`src/rtl/instr_pkg.sv`:
```
// Shared MIPS encoding constants: symbolic op codes, primary opcodes and R-type funct codes.
// Used by both the instruction encoder and the control decoder.
package instr_pkg;

  typedef enum logic [3:0] {
    OP_ADD  = 4'd0,
    OP_SUB  = 4'd1,
    OP_AND  = 4'd2,
    OP_OR   = 4'd3,
    OP_SLT  = 4'd4,
    OP_ADDI = 4'd5,
    OP_LW   = 4'd6,
    OP_SW   = 4'd7,
    OP_BEQ  = 4'd8,
    OP_BNE  = 4'd9,
    OP_J    = 4'd10
  } op_e;

  localparam logic [5:0] OPC_RTYPE = 6'h00;
  localparam logic [5:0] OPC_ADDI  = 6'h08;
  localparam logic [5:0] OPC_LW    = 6'h23;
  localparam logic [5:0] OPC_SW    = 6'h2B;
  localparam logic [5:0] OPC_BEQ   = 6'h04;
  localparam logic [5:0] OPC_BNE   = 6'h05;
  localparam logic [5:0] OPC_J     = 6'h02;

  localparam logic [5:0] FN_ADD = 6'h20;
  localparam logic [5:0] FN_SUB = 6'h22;
  localparam logic [5:0] FN_AND = 6'h24;
  localparam logic [5:0] FN_OR  = 6'h25;
  localparam logic [5:0] FN_SLT = 6'h2A;

  // Codes above OP_J (11..15) have no encoding.
  function automatic logic op_is_legal(input logic [3:0] op);
    return op <= 4'(OP_J);
  endfunction

endpackage

```
`src/rtl/instr_fifo2.sv`:
```
// Two-entry synchronous FIFO with a registered head output that holds its last
// value when the FIFO drains (zero after reset).
module instr_fifo2 #(
  parameter int W     = 40,
  parameter int DEPTH = 2
) (
  input  logic         clk,
  input  logic         reset,
  input  logic         push,
  input  logic         pop,
  input  logic [W-1:0] din,
  output logic [W-1:0] dout,
  output logic         full,
  output logic         empty
);

  logic [W-1:0] mem [2];
  logic         wr_ptr;
  logic         rd_ptr;
  logic [1:0]   count;
  logic [W-1:0] head_q;
  logic [W-1:0] head_d;
  logic         do_push;
  logic         do_pop;

  assign full    = (count == 2'(DEPTH));
  assign empty   = (count == 2'd0);
  assign do_push = push && !full;
  assign do_pop  = pop && !empty;
  assign dout    = head_q;

  // Next head: the other slot after a pop from two, the incoming word when it
  // lands in an otherwise empty (or just-drained) FIFO, else unchanged.
  always_comb begin
    head_d = head_q;
    if (do_pop) begin
      if (count == 2'd2)
        head_d = mem[~rd_ptr];
      else if (do_push)
        head_d = din;
    end else if (empty && do_push) begin
      head_d = din;
    end
  end

  always_ff @(posedge clk) begin
    if (reset) begin
      mem[0] <= '0;
      mem[1] <= '0;
      wr_ptr <= 1'b0;
      rd_ptr <= 1'b0;
      count  <= 2'd0;
      head_q <= '0;
    end else begin
      if (do_push) begin
        mem[wr_ptr] <= din;
        wr_ptr      <= ~wr_ptr;
      end
      if (do_pop)
        rd_ptr <= ~rd_ptr;
      case ({do_push, do_pop})
        2'b10:   count <= count + 2'd1;
        2'b01:   count <= count - 2'd1;
        default: count <= count;
      endcase
      head_q <= head_d;
    end
  end

endmodule

```
`src/rtl/instr_encoder.sv`:
```
// Assembles 32-bit MIPS instruction words from symbolic requests and queues them
// with sequential instruction-memory word addresses.
module instr_encoder
  import instr_pkg::*;
#(
  parameter int ADDR_W = 8,
  parameter int DEPTH  = 2
) (
  input  logic              clk,
  input  logic              reset,
  input  logic              in_valid,
  output logic              in_ready,
  input  logic [3:0]        op,
  input  logic [4:0]        rs,
  input  logic [4:0]        rt,
  input  logic [4:0]        rd,
  input  logic [15:0]       imm,
  input  logic [25:0]       target,
  output logic              out_valid,
  input  logic              out_ready,
  output logic [31:0]       out_instr,
  output logic [ADDR_W-1:0] out_addr,
  output logic              err_illegal,
  output logic [7:0]        drop_count
);

  localparam int W = 32 + ADDR_W;

  function automatic logic [31:0] encode(
    input logic [3:0]  f_op,
    input logic [4:0]  f_rs,
    input logic [4:0]  f_rt,
    input logic [4:0]  f_rd,
    input logic [15:0] f_imm,
    input logic [25:0] f_target
  );
    logic [31:0] w;
    w = '0;
    case (op_e'(f_op))
      OP_ADD:  w = {OPC_RTYPE, f_rs, f_rt, f_rd, 5'd0, FN_ADD};
      OP_SUB:  w = {OPC_RTYPE, f_rs, f_rt, f_rd, 5'd0, FN_SUB};
      OP_AND:  w = {OPC_RTYPE, f_rs, f_rt, f_rd, 5'd0, FN_AND};
      OP_OR:   w = {OPC_RTYPE, f_rs, f_rt, f_rd, 5'd0, FN_OR};
      OP_SLT:  w = {OPC_RTYPE, f_rs, f_rt, f_rd, 5'd0, FN_SLT};
      OP_ADDI: w = {OPC_ADDI, f_rs, f_rt, f_imm};
      OP_LW:   w = {OPC_LW, f_rs, f_rt, f_imm};
      OP_SW:   w = {OPC_SW, f_rs, f_rt, f_imm};
      OP_BEQ:  w = {OPC_BEQ, f_rs, f_rt, f_imm};
      OP_BNE:  w = {OPC_BNE, f_rs, f_rt, f_imm};
      OP_J:    w = {OPC_J, f_target};
      default: w = '0;
    endcase
    return w;
  endfunction

  logic              full;
  logic              empty;
  logic              accept;
  logic              legal;
  logic              push;
  logic              pop;
  logic [ADDR_W-1:0] wr_addr;
  logic [W-1:0]      fifo_din;
  logic [W-1:0]      fifo_dout;

  assign in_ready  = !full;
  assign out_valid = !empty;
  assign accept    = in_valid && in_ready;
  assign legal     = op_is_legal(op);
  assign push      = accept && legal;
  assign pop       = out_valid && out_ready;
  assign fifo_din  = {encode(op, rs, rt, rd, imm, target), wr_addr};
  assign out_instr = fifo_dout[W-1:ADDR_W];
  assign out_addr  = fifo_dout[ADDR_W-1:0];

  instr_fifo2 #(.W(W), .DEPTH(DEPTH)) u_fifo (
    .clk   (clk),
    .reset (reset),
    .push  (push),
    .pop   (pop),
    .din   (fifo_din),
    .dout  (fifo_dout),
    .full  (full),
    .empty (empty)
  );

  // Illegal requests complete the handshake but take neither a slot nor an address.
  always_ff @(posedge clk) begin
    if (reset) begin
      wr_addr     <= '0;
      err_illegal <= 1'b0;
      drop_count  <= 8'd0;
    end else begin
      if (push)
        wr_addr <= wr_addr + 1'b1;
      if (accept && !legal) begin
        err_illegal <= 1'b1;
        if (drop_count != 8'hFF)
          drop_count <= drop_count + 8'd1;
      end
    end
  end

endmodule

```
`config.mk`:
```
export PLATFORM = sky130hd
export DESIGN_NAME = instr_encoder
export DESIGN_NICKNAME = d
export VERILOG_FILES = /design/src/rtl/instr_pkg.sv /design/src/rtl/instr_fifo2.sv /design/src/rtl/instr_encoder.sv
export SDC_FILE = /design/constraint.sdc
export NUM_CORES = 1
export LEC_CHECK = 0
export ABC_CLOCK_PERIOD_IN_PS = 4360
export CORE_MARGIN = 2
export CORE_UTILIZATION = 45
export CTS_BUF_LIST = sky130_fd_sc_hd__clkbuf_8
export DETAILED_ROUTE_END_ITERATION = 8
export PLACE_DENSITY = 0.77
export RECOVER_POWER = 25
export REMOVE_ABC_BUFFERS = 1
export SETUP_SLACK_MARGIN = 0.15
export SLEW_MARGIN = 30
export SYNTH_ARGS = -nofsm -noshare
export SYNTH_HDL_FRONTEND = slang
export SYNTH_SLANG_ARGS = --single-unit
```
`constraint.sdc`:
```
create_clock -name clk -period 4.36 [get_ports clk]
set_input_delay 0.654 -clock clk [delete_from_list [all_inputs] [get_ports clk]]
set_output_delay 0.654 -clock clk [all_outputs]
set_load 0.01 [all_outputs]
```
* Yosys cells after proc, flatten, opt, wreduce, memory -nomap -nowiden *
Memory sizes are Yosys's and may differ from the RTL's.
Cells that the tools add are included.

word-level totals
  register bits = 61
  word-level logic and storage cells = 61
  bits of input ports = 65
  output and inout port bits = 51
  latch bits = 0
  memories kept = 1
  RAM bits = 80
  bits in read-only memories = 0

memory list
  memory      words  width  rd ports  clocked after memory_dff  write ports  RTL line           text
  u_fifo.mem  2      40     1         0                         2            instr_fifo2.sv:17  logic [W-1:0] mem [2];

operators by class
  $add $sub $neg = 4
  reductions and logical operators = 17
  $mul = 0
  divide/modulo/power cells = 0
  equal/unequal tests = 15
  multiplexer cells = 14
  bitwise operators = 2
  $lt $le $gt $ge = 1
  shifts and indexed selects = 0

operators by type and width
  cell                   count
  $pmux W32 S11          1
  $mux W40               5
  $reduce_or A40 Y1      1
  $add A8 B1 Y8 const B  2
  $eq A4 B3 Y1 const B   4
  $eq A4 B4 Y1 const B   3
  $eq A4 B2 Y1 const B   2
  $ne A8 B8 Y1 const B   1
  $logic_and A1 B1 Y1    7
  $mux W1                7
  $eq A2 B2 Y1 const B   2
  $eq A4 B1 Y1 const B   1
  $le A4 B4 Y1 const B   1
  $logic_not A4 Y1       1
  $pmux W2 S2            1
  $reduce_and A2 Y1      2
  $reduce_bool A2 Y1     2
  $logic_not A1 Y1       3
  $ne A3 B1 Y1 const B   1
  $add A2 B1 Y2 const B  1
  $eq A2 B1 Y1 const B   1
  $logic_not A2 Y1       1
  $not A1 Y1             2
  $sub A2 B1 Y2 const B  1

* Longest topological paths before layout *
  depth after elaboration = 10
  mapped depth = 9
  mapped depth without buffers = 7

* Cells and area by module *
A second synthesis with hierarchy kept.

second synthesis, totals
  cell total of the unflattened synthesis = 644
  area, all modules = 6760.2 um^2

by module, submodules not included
  module         cells each  times used  area each (um^2)  sequential area each (um^2)
  instr_fifo2    464         1           5342.6            3283.1
  instr_encoder  180         1           1417.6            340.3

* Worst setup path after synthesis *
OpenSTA, ideal clock, no wires.

  path type = input port to flip-flop
  start point = input port op[2]
  end point = memory u_fifo.mem[0][0], enable pin
  setup slack = -274 ps
  library setup time = 489 ps
  arrival = 4145 ps
  required time = 3871 ps
  cell stages on the path = 6
  buffers on the path = 3
  path through = buf_2 > a21oi_2 > o211ai_2 > buf_6 > buf_2 > o21ai_0

RTL lines
  element      RTL line             text
  from (decl)  instr_encoder.sv:13  input logic [3:0] op,
  to (decl)    instr_fifo2.sv:17

==> qor.csv <==
metric,value,unit
sequential area share after synthesis,51.5,%
CTS Sinks,138,
Post-DRT Antenna Nets,0,
Fillers,1294,
synthesized area per cell,9.99,um2
Clock H-tree levels,4,
antenna cells,0,
"Worst Path Class, Setup",primary input to flop,
"Slew Viols, Final",22,
I/O pins,116,
worst slew pin tran,1.57,ns
Critical Path Sink Type,flop,
Async SR Flop Fraction,0,%
failing checks,"max-capacitance violations, max-slew violations",
Post-Route Skew,0.00788,ns
PwrDens,434,nW/um2
Rel. slew slack,-5.23,%
fmax,0.283,GHz
MaxCap Viol Count,1,
highest-count cells in the layout ignoring fill and taps,"nor2_1, edfxtp_1, clkdlybuf4s50_1, dfxtp_1, dlygate4sd3_1",
# resized after CTS,0,
Final Hold Viols,0,
Tmin final,3.53,ns
synthesized cell area,6880,um2
vias after detailed routing,5837,
Final period util,81.0,%
DRC errors left,0,
crit start category,primary input,
worst vdd ir,0.252,mV
routed vias/inst,5.98,
Synth Register Bits,138,
Synth Warn #,0,
"Distinct cells, synth",63,
vias in the first global route,5709,
first-pass GRT wire length,29.0,mm
"CTS clk-pin slew, worst paths",0.07,ns
RSZ-0062 raised after global routing,no,
final net count,843,
post-synthesis cell count,688,
DRT Pass-1 Iters,6,
initial core utilization,45.6,%
count of final setup violators,0,
drt total wl,18.0,mm
"Clk Latency, worst-skew pair",0.45,ns
Die Height,128,um
Place WS,0.908,ns
Total Power,3.73,mW
initial antenna violation count,0,
worst hold path type,flop to flop,
CTS tree,done,
Die Area,16300,um2
share of layout cells above drive strength 1,7.99,%
area of the core,15100,um2
Iter 0 DRT Violations,539,
"commonest non-fill, non-tap cell in the layout",nor2_1,
GRT overflow,0,
largest net degree at the start of global routing,53,
WP data arrival,3.73,ns
worst setup margin,0.826,ns
postcts setup bufs,0,
routability cong.,0.866,
root buf cell,clkbuf_8,
Lkg Pwr,3.01,nW
run status,"complete, but fails checks",
CTS max path bufs,2,
cts bufs inserted,17,
top_reg_cell synth,edfxtp_1,
DP HPWL,11.8,mm
Worst Path Required,4.55,ns
"Core Util, Final",56.9,%
die width,128,um
PortBufs,114,
row count,45,
drt wl/cell,18.4,um
"EDFF count, synth",78,
Total GRT Usage,22.5,%
Synth-to-Final Area Change,24.9,%
CP Max Fanout,21,
hold buffers post-CTS,0,
## critical path, cell delays in order
cell             delay (ns)
clkdlybuf4s50_1        0.48
buf_4                  0.18
a21oi_1                0.17
o211ai_1               1.25
or3_1                  0.56
buf_4                  0.34
nor2_1                 0.09
## layer usage
metal	share of wire [%]	wire length [um]	GRT usage, %
met1	41	7380	28.2
met2	51	9240	39.0
met3	5.6	1010	4.82
met4	1.9	344	7.30
met5	0	0	0
## where the power goes
part	switching (mW)	leakage [nW]	internal, mW
Combinational	0.466	1.46	0.354
Clock	0.491	0.244	0.805
Sequential	0.102	1.31	1.51
## cells in the mapped netlist (5+ instances only)
cell      count  area [um2]
a211o_1       8        70.1
a211oi_1     27         203
a21oi_1      45         225
a221oi_1     10        87.6
a22o_1        5        43.8
a22oi_1      18         135
and2_1       17         106
buf_2        33         165
clkbuf_1     24        90.1
dfxtp_1      60        1200
edfxtp_1     78        2340
inv_1        19        71.3
mux2i_1      20         200
nand2_1      34         128
nand2b_1      8        50.1
nand3_1      18        90.1
nand3b_1      5        37.5
nor2_1       84         315
nor2b_1      24         150
nor3_1        5        25.0
o21ai_0      24         120
o221a_2       7        78.8
o22a_1        6        52.6
o22ai_1       6        37.5
o31ai_1       6        45.0
o32ai_1      30         263
or3_1         7        43.8
or4_1         6        45.0
## area by class of cell
| class | instances | area [um2] | share of cell area, % |
|---|---|---|---|
| sequential | 138 | 3540 | 41.3 |
| multi-input combinational | 466 | 2960 | 34.5 |
| timing repair buffer | 131 | 1270 | 14.8 |
| clock inverter | 14 | 250 | 2.91 |
| clock buffer | 18 | 248 | 2.88 |
| tap | 188 | 235 | 2.74 |
| inverter | 21 | 78.8 | 0.918 |
## through the flow
step	area [um2]	setup TNS (ns)	instances	hold WS, ns
floorplan	6580	-3.69	625	0.463
global placement	8110	0	944	0.453
detailed placement	8110	0	944	0.459
CTS	8600	0	976	0.477
global route	8590	0	976	0.490
finish	8590	0	976	0.470
## state kept, by name (all words and copies together) (netlist names)
register,cells
u_fifo.dout,39
wr_addr,8
u_fifo.rd_ptr,1
u_fifo.mem,78
drop_count,8
u_fifo.count,2
err_illegal,1
u_fifo.wr_ptr,1
## cells by family (layout without fill, tap and decap cells)
kind of cell / after synthesis / after routing / synth area share [%]
mux: 21 / 21 / 3.08
buf+inv: 84 / 184 / 5.46
other cells: 1 / 1 / 0.0545
xor+xnor: 5 / 5 / 0.637
fa+ha+maj: 3 / 3 / 0.546
compound gates: 216 / 216 / 22.8
flops: 138 / 138 / 51.5
simple gates: 220 / 220 / 15.9
## path summary, 6_finish.rpt
check	start	to	slack (ns)	depth (start not counted)
worst max-delay path	op[0]	u_fifo.mem[0][18]	0.83	7
worst min-delay path	u_fifo.dout[7]	u_fifo.dout[7]	0.47	2
worst max register to register	u_fifo.count[0]	u_fifo.mem[1][27]	1.50	5
worst min register to register	u_fifo.dout[7]	u_fifo.dout[7]	0.47	2
Power figures use the tool's default switching activity.
